--- config.mk ---
export PLATFORM = sky130hd
export DESIGN_NAME = pe_wavefront_ctrl
export DESIGN_NICKNAME = d
export VERILOG_FILES = /design/src/rtl/pe_wavefront_ctrl.sv
export SDC_FILE = /design/constraint.sdc
export NUM_CORES = 1
export LEC_CHECK = 0
export BUFFER_PORTS_ARGS = -buffer_cell sky130_fd_sc_hd__buf_2
export CELL_PAD_IN_SITES_DETAIL_PLACEMENT = 1
export CELL_PAD_IN_SITES_GLOBAL_PLACEMENT = 2
export CORE_ASPECT_RATIO = 0.5
export CORE_MARGIN = 1
export CORE_UTILIZATION = 25
export CTS_BUF_LIST = sky130_fd_sc_hd__clkbuf_16
export CTS_CLUSTER_SIZE = 28
export DETAILED_ROUTE_END_ITERATION = 6
export GPL_TIMING_DRIVEN = 0
export PLACE_DENSITY_LB_ADDON = 0.1
export SYNTH_ARGS = -nofsm -noshare
export SYNTH_HDL_FRONTEND = slang
export SYNTH_SLANG_ARGS = --single-unit
export TNS_END_PERCENT = 30
--- constraint.sdc ---
create_clock -name clk -period 4.9 [get_ports clk]
set_input_delay 0.49 -clock clk [delete_from_list [all_inputs] [get_ports clk]]
set_output_delay 0.49 -clock clk [all_outputs]
set_load 0.1 [all_outputs]
--- src/rtl/pe_wavefront_ctrl.sv ---
// ---------------------------------------------------------------------------
// pe_wavefront_ctrl
// Processor-enable sequencer for the systolic matmul array. A start pulse
// launches a staggered wavefront of PE enables: PE k rises k*S cycles after
// PE 0, each stays high for L cycles, and they fall in the same order. A
// one-cycle done pulse marks the first cycle with every enable low again.
//
// Optional feature macro: PE_STAGGER_STEP_EN
//   defined   -> 'step' port exists, stagger spacing S programmable (0 acts as 1)
//   undefined -> no 'step' port, S is fixed at 1
//
// Ports
//   clk         in   1                  clock, rising edge
//   rst         in   1                  asynchronous reset, active low
//   enable      in   1                  level; low aborts/clears on the next edge
//   start       in   1                  request, accepted only in IDLE with enable
//   mat_size    in   SIZE_W             PEs to activate (clamped to N_PE)
//   run_len     in   LEN_W              cycles each PE stays enabled (0 acts as 1)
//   step        in   STEP_W             stagger spacing (PE_STAGGER_STEP_EN only)
//   pe_en       out  N_PE               per-PE enable, registered
//   busy        out  1                  sequence in progress (incl. done cycle)
//   done        out  1                  one-cycle completion pulse
//   active_cnt  out  $clog2(N_PE+1)     popcount of pe_en, registered with it
// ---------------------------------------------------------------------------
module pe_wavefront_ctrl #(
    parameter int N_PE   = 4,
    parameter int SIZE_W = 4,
    parameter int LEN_W  = 8,
    parameter int STEP_W = 3
) (
    input  logic                       clk,
    input  logic                       rst,
    input  logic                       enable,
    input  logic                       start,
    input  logic [SIZE_W-1:0]          mat_size,
    input  logic [LEN_W-1:0]           run_len,
`ifdef PE_STAGGER_STEP_EN
    input  logic [STEP_W-1:0]          step,
`endif
    output logic [N_PE-1:0]            pe_en,
    output logic                       busy,
    output logic                       done,
    output logic [$clog2(N_PE+1)-1:0]  active_cnt
);

    // Counter must cover the latest possible fall time without wrapping.
    localparam int CNT_MAX = (N_PE - 1) * ((1 << STEP_W) - 1) + (1 << LEN_W);
    localparam int CNT_W   = $clog2(CNT_MAX + 1);
    localparam int N_W     = $clog2(N_PE + 1);

    typedef enum logic [1:0] {S_IDLE, S_RUN, S_DONE} state_t;

    state_t             r_state, w_state_next;
    logic [CNT_W-1:0]   r_cnt, w_cnt_next;
    logic [N_W-1:0]     r_n;
    logic [CNT_W-1:0]   r_l, r_s, r_end;

    logic [N_W-1:0]     w_n_in, w_n;
    logic [CNT_W-1:0]   w_l_in, w_s_in, w_end_in, w_l, w_s;
    logic               w_load, w_eval, w_busy_next, w_done_next;
    logic [N_PE-1:0]    w_pe_next;
    logic [N_W-1:0]     w_pop;

    // Sequence parameters as they would be latched by a start this cycle.
    always_comb begin
        w_n_in   = (int'(mat_size) > N_PE) ? N_W'(N_PE) : N_W'(mat_size);
        w_l_in   = (run_len == '0) ? CNT_W'(1) : CNT_W'(run_len);
`ifdef PE_STAGGER_STEP_EN
        w_s_in   = (step == '0) ? CNT_W'(1) : CNT_W'(step);
`else
        w_s_in   = CNT_W'(1);
`endif
        // Counter value of the done cycle: last PE's fall time.
        w_end_in = (w_n_in == '0) ? '0
                 : (CNT_W'(w_n_in) - CNT_W'(1)) * w_s_in + w_l_in;
    end

    // In IDLE the windows are evaluated for the launch edge, so use the
    // values being latched rather than the stale registers.
    assign w_n = (r_state == S_IDLE) ? w_n_in : r_n;
    assign w_l = (r_state == S_IDLE) ? w_l_in : r_l;
    assign w_s = (r_state == S_IDLE) ? w_s_in : r_s;

    always_comb begin
        w_state_next = r_state;
        w_cnt_next   = r_cnt;
        w_load       = 1'b0;
        w_eval       = 1'b0;
        w_busy_next  = 1'b0;
        w_done_next  = 1'b0;
        case (r_state)
            S_IDLE: begin
                if (enable && start) begin
                    w_cnt_next  = '0;
                    w_load      = 1'b1;
                    w_eval      = 1'b1;
                    w_busy_next = 1'b1;
                    if (w_end_in == '0) begin
                        // Zero PEs: the very first cycle is already the done cycle.
                        w_state_next = S_DONE;
                        w_done_next  = 1'b1;
                    end else begin
                        w_state_next = S_RUN;
                    end
                end
            end
            S_RUN: begin
                if (r_cnt != CNT_W'(CNT_MAX))
                    w_cnt_next = r_cnt + CNT_W'(1);
                w_eval      = 1'b1;
                w_busy_next = 1'b1;
                if (w_cnt_next == r_end) begin
                    w_state_next = S_DONE;
                    w_done_next  = 1'b1;
                end
            end
            S_DONE: begin
                w_state_next = S_IDLE;
                w_cnt_next   = '0;
            end
            default: begin
                w_state_next = S_IDLE;
                w_cnt_next   = '0;
            end
        endcase
        // Enable low overrides everything; no done pulse on abort.
        if (!enable) begin
            w_state_next = S_IDLE;
            w_cnt_next   = '0;
            w_eval       = 1'b0;
            w_busy_next  = 1'b0;
            w_done_next  = 1'b0;
        end
    end

    // Per-PE window compare against the next counter value, so pe_en is a
    // plain register with the window [k*S, k*S+L).
    generate
        for (genvar gi = 0; gi < N_PE; gi++) begin : g_pe
            logic [CNT_W-1:0] w_lo, w_hi;
            assign w_lo = CNT_W'(gi) * w_s;
            assign w_hi = w_lo + w_l;
            assign w_pe_next[gi] = w_eval && (N_W'(gi) < w_n)
                                && (w_cnt_next >= w_lo) && (w_cnt_next < w_hi);
        end
    endgenerate

    always_comb begin
        w_pop = '0;
        for (int i = 0; i < N_PE; i++)
            w_pop = w_pop + N_W'(w_pe_next[i]);
    end

    always_ff @(posedge clk or negedge rst) begin
        if (!rst) begin
            r_state    <= S_IDLE;
            r_cnt      <= '0;
            r_n        <= '0;
            r_l        <= '0;
            r_s        <= '0;
            r_end      <= '0;
            pe_en      <= '0;
            busy       <= 1'b0;
            done       <= 1'b0;
            active_cnt <= '0;
        end else begin
            r_state    <= w_state_next;
            r_cnt      <= w_cnt_next;
            if (w_load) begin
                r_n   <= w_n_in;
                r_l   <= w_l_in;
                r_s   <= w_s_in;
                r_end <= w_end_in;
            end
            pe_en      <= w_pe_next;
            busy       <= w_busy_next;
            done       <= w_done_next;
            active_cnt <= w_pop;
        end
    end

endmodule

==> impl_results.md <==
- CP Data Arrival Time: 4.83 ns
- Detail Route Antenna Nets: 0
- Post-Syn Area: between 3000 and 4000 um^2
- Post-CTS Hold Fix Bufs: 0
- Detailed Routing Iterations Pass 1: 4
- Final Hold Viols: 0
- Pre-CTS setup slack: -0.265 ns
- Mean Syn Cell Area: 9.00 um^2
- Max Root-Sink Buffers: 2
- Cell area after layout: around 4400 um^2
- Mux share of post-synthesis cell area: 0.0528
- Post-synth ARST share: 1.00
- Number of max-cap violations: 0
- WS Path Type: register to register
- Wirelength per Cell: ~18 um
- H-tree Lvls: 2
- GR Overflow Total: 0
- First-pass GRT wire length: a little under 20000 um
- Layout cell share with drive strength beyond 1: 0.143
- Largest net degree at the start of global routing: 42
- Clock-pin slew on the worst setup and hold paths: ~0.070 ns
- Post-synthesis sequential area ratio: 0.269
- Dpl cell area: between 4000 and 5000 um^2
- Post-synth top area cell: dfrtp_1
- Ys Warns: 0
- Outcome: finished clean
- Simple-Gate Fraction of Synth Area: 0.202
- Top FF cell, synth: dfrtp_1
- Starting Density: 0.260
- Routability cong.: approximately 0.78
- Synth Area in Compound Gates: 0.173
- Crit path capture type: register
- CTS buffer count: 5
- Met3 wire length: 322 um
- Worst path cell trace: buf_2 -> nor2_4 -> buf_4 -> nor2_1 -> a21oi_2 -> ha_2 -> ha_1 -> nand3_1 -> xnor2_1 -> ha_1 -> a21o_1 -> a21o_1 -> a2111oi_2 -> o31ai_1 -> a31oi_1 -> fa_1 -> ha_1 -> ha_1
- Yosys reg bits: 41
- Synth Area in Adders: 0.186
- Clock latency on the worst-skew pair: approximately 0.29 ns
- Post-Synth XOR/XNOR Area: 0.0757
- Period utilization: 0.950
- Relative slew slack: 0.258
- Leakage: just over 2 nW
- M1 WL: 6850 um
- Die Area: 15800 um^2
- Core Area: between 10000 and 15000 um^2
- Most used cell along the critical path: ha_1
- Slowest stage delay, CP: 0.47 ns
- Post-route DRC violation count: 0
- Worst setup SP type: register
- Number of port buffers: 24
- Path type of the worst min-delay path: primary input to async pin
- IR drop worst, VDD: around 130 uV
- Top Metal Used: met4
- Nets@finish: 532
- Vias in the first global route: approximately 3.3k
- RR Endpoint: active_cnt[1]$_DFF_PN0_
- Via Count: 3299
- Final worst path period need: between 4 and 5 ns
- Pwr dens: ~310 nW/um^2
- Gate Count Post-Synth: 424
- Clk sink count: about 40
- Initial antenna violation count: 0
- Critical R2R Launch: r_state[0]$_DFFE_PN0P_
- Largest family of logic cells by synthesized area: simple AND/OR/NAND/NOR gates
- Crit Path Max Fanout: 10
- Synth top area cells: dfrtp_1 (27%), ha_1 (17%), xnor2_1 (4.6%), nand2_1 (3.9%), xor2_1 (3.0%)
- Fin worst setup slack: approximately 0.25 ns
- Fmax: between 0.2 and 0.25 GHz
- Fin. max-slew vios: 0
- Commonest non-fill, non-tap cell in the layout: ha_1
- Synth Net Count: just under 500
- Routed wl met2: between 4000 and 5000 um
- Yosys top cell area share: 0.269
- DP HPWL: ~10000 um
- R2R Setup Slk: 0.25 ns
- Critical Path RT: 5.07 ns
- Rows: 31
- Worst slew pin tran: 1.10 ns
- # setup viols final: 0
- Distinct cells, synth: 66
- Layout area overhead: 16.0%
- Gr usage total: 0.164
- Initial DRC Count: around 160
- CP max-delay cell: fa_1
- DIE WIDTH: between 150 and 200 um
- Most frequent cells in the layout: ha_1 (51), dfrtp_1 (41), nand2_1 (40)
- Total I/O pin count: 25
- Vias per cell: between 4 and 5
- Total wire length: 12100 um
- Clk_skew: between 0.009 and 0.01 ns
- DIE HEIGHT: between 80 and 90 um
- CTS Root Cell: clkbuf_16
- CTS tree: done
- R2R cell count: 18
- Post-synth EDFFs: 0
- Setup crit start: r_state[0]$_DFFE_PN0P_
- CP Capture Point: active_cnt[1]$_DFF_PN0_
-- Yosys cell counts, types with 11 or more instances --
cell and number:
nand3_1 15, ha_1 52, inv_1 17, dfrtp_1 41
xor2_1 13, a21o_1 12, nor2_1 16, clkbuf_1 11
a21oi_1 19, nand4_1 12, nand2_1 40, o21ai_0 18
xnor2_1 20
-- worst max-delay path, delay by kind of cell, from the launching register on --
kind | cells | cell delay [ns]
xor gates and xnor gates | 1 | 0.15
and+or+nand+nor | 3 | 0.38
adders and majority gates | 6 | 1.79
AOI/OAI and AO/OA | 6 | 1.48
DFF | 1 | 0.35
buffers and inverters | 2 | 0.39
-- state kept, by name (all words and copies together), names as in the netlist --
name	cells
busy	1
r_s	1
r_state	2
r_cnt	9
r_n	3
pe_en	4
r_l	8
active_cnt	3
r_end	9
done	1
-- power breakdown --
group          switching (mW)  internal (mW)
registers              0.0461          0.390
logic                   0.351          0.213
clock network           0.150          0.240
-- repair_timing --
item,CTS,global route
buffers inserted,4,1
pin swaps,1,0
endpoints found under the setup margin,3,2
cloned,0,0
resized for setup,2,4
-- final cells by class --
class / count / area (um^2)
buffer: 18 / 83.8
tap: 198 / 248
clock buffer: 5 / 125
multi-input combinational: 346 / 2660
antenna: 1 / 2.50
inverter: 19 / 71.3
timing repair buffer: 30 / 165
sequential: 41 / 1030
clock inverter: 3 / 42.5
fill: 1712 / 10300
-- through the flow --
stage          setup TNS, ns  utilization  instances  hold WS, ns  power (mW)
2_1_floorplan              0            -        424        0.194       0.831
3_3_place_gp          -0.514        0.285        646        0.452       0.996
3_5_place_dp          -0.535        0.286        647        0.448       0.996
4_1_cts                    0        0.299        659        0.408        1.40
5_1_grt             -0.00311        0.301        660        0.447        1.49
6_report                   0        0.301        661        0.365        1.39
-- worst min path at each step --
stage / startpoint / to / slack, ns / cells after the start
after floorplan: rst / active_cnt[0]$_DFF_PN0_ / 0.19 / 0
after global placement: r_s[0]$_DFFE_PN0P_ / r_s[0]$_DFFE_PN0P_ / 0.45 / 1
after detailed placement: r_s[0]$_DFFE_PN0P_ / r_s[0]$_DFFE_PN0P_ / 0.45 / 1
after CTS: rst / active_cnt[2]$_DFF_PN0_ / 0.41 / 1
after global routing: rst / r_cnt[0]$_DFF_PN0_ / 0.45 / 1
final: rst / r_cnt[0]$_DFF_PN0_ / 0.37 / 1
-- layer usage --
metal  track usage  vias up
met5             0        -
met4        0.0235        0
met3        0.0255        4
met2         0.242       39
met1         0.252     1610
li1              -     1646
-- logic make-up (layout without fill, tap and decap cells) --
group,Yosys count,count (layout)
flip-flops,41,41
multiplexers,18,18
adder cells (fa/ha/maj),55,55
other,0,1
AND/OR/NAND/NOR,140,140
AO/OA/AOI/OAI,100,100
buffers and inverters,37,75
XOR/XNOR,33,33
(Power assumes the default switching activity.)
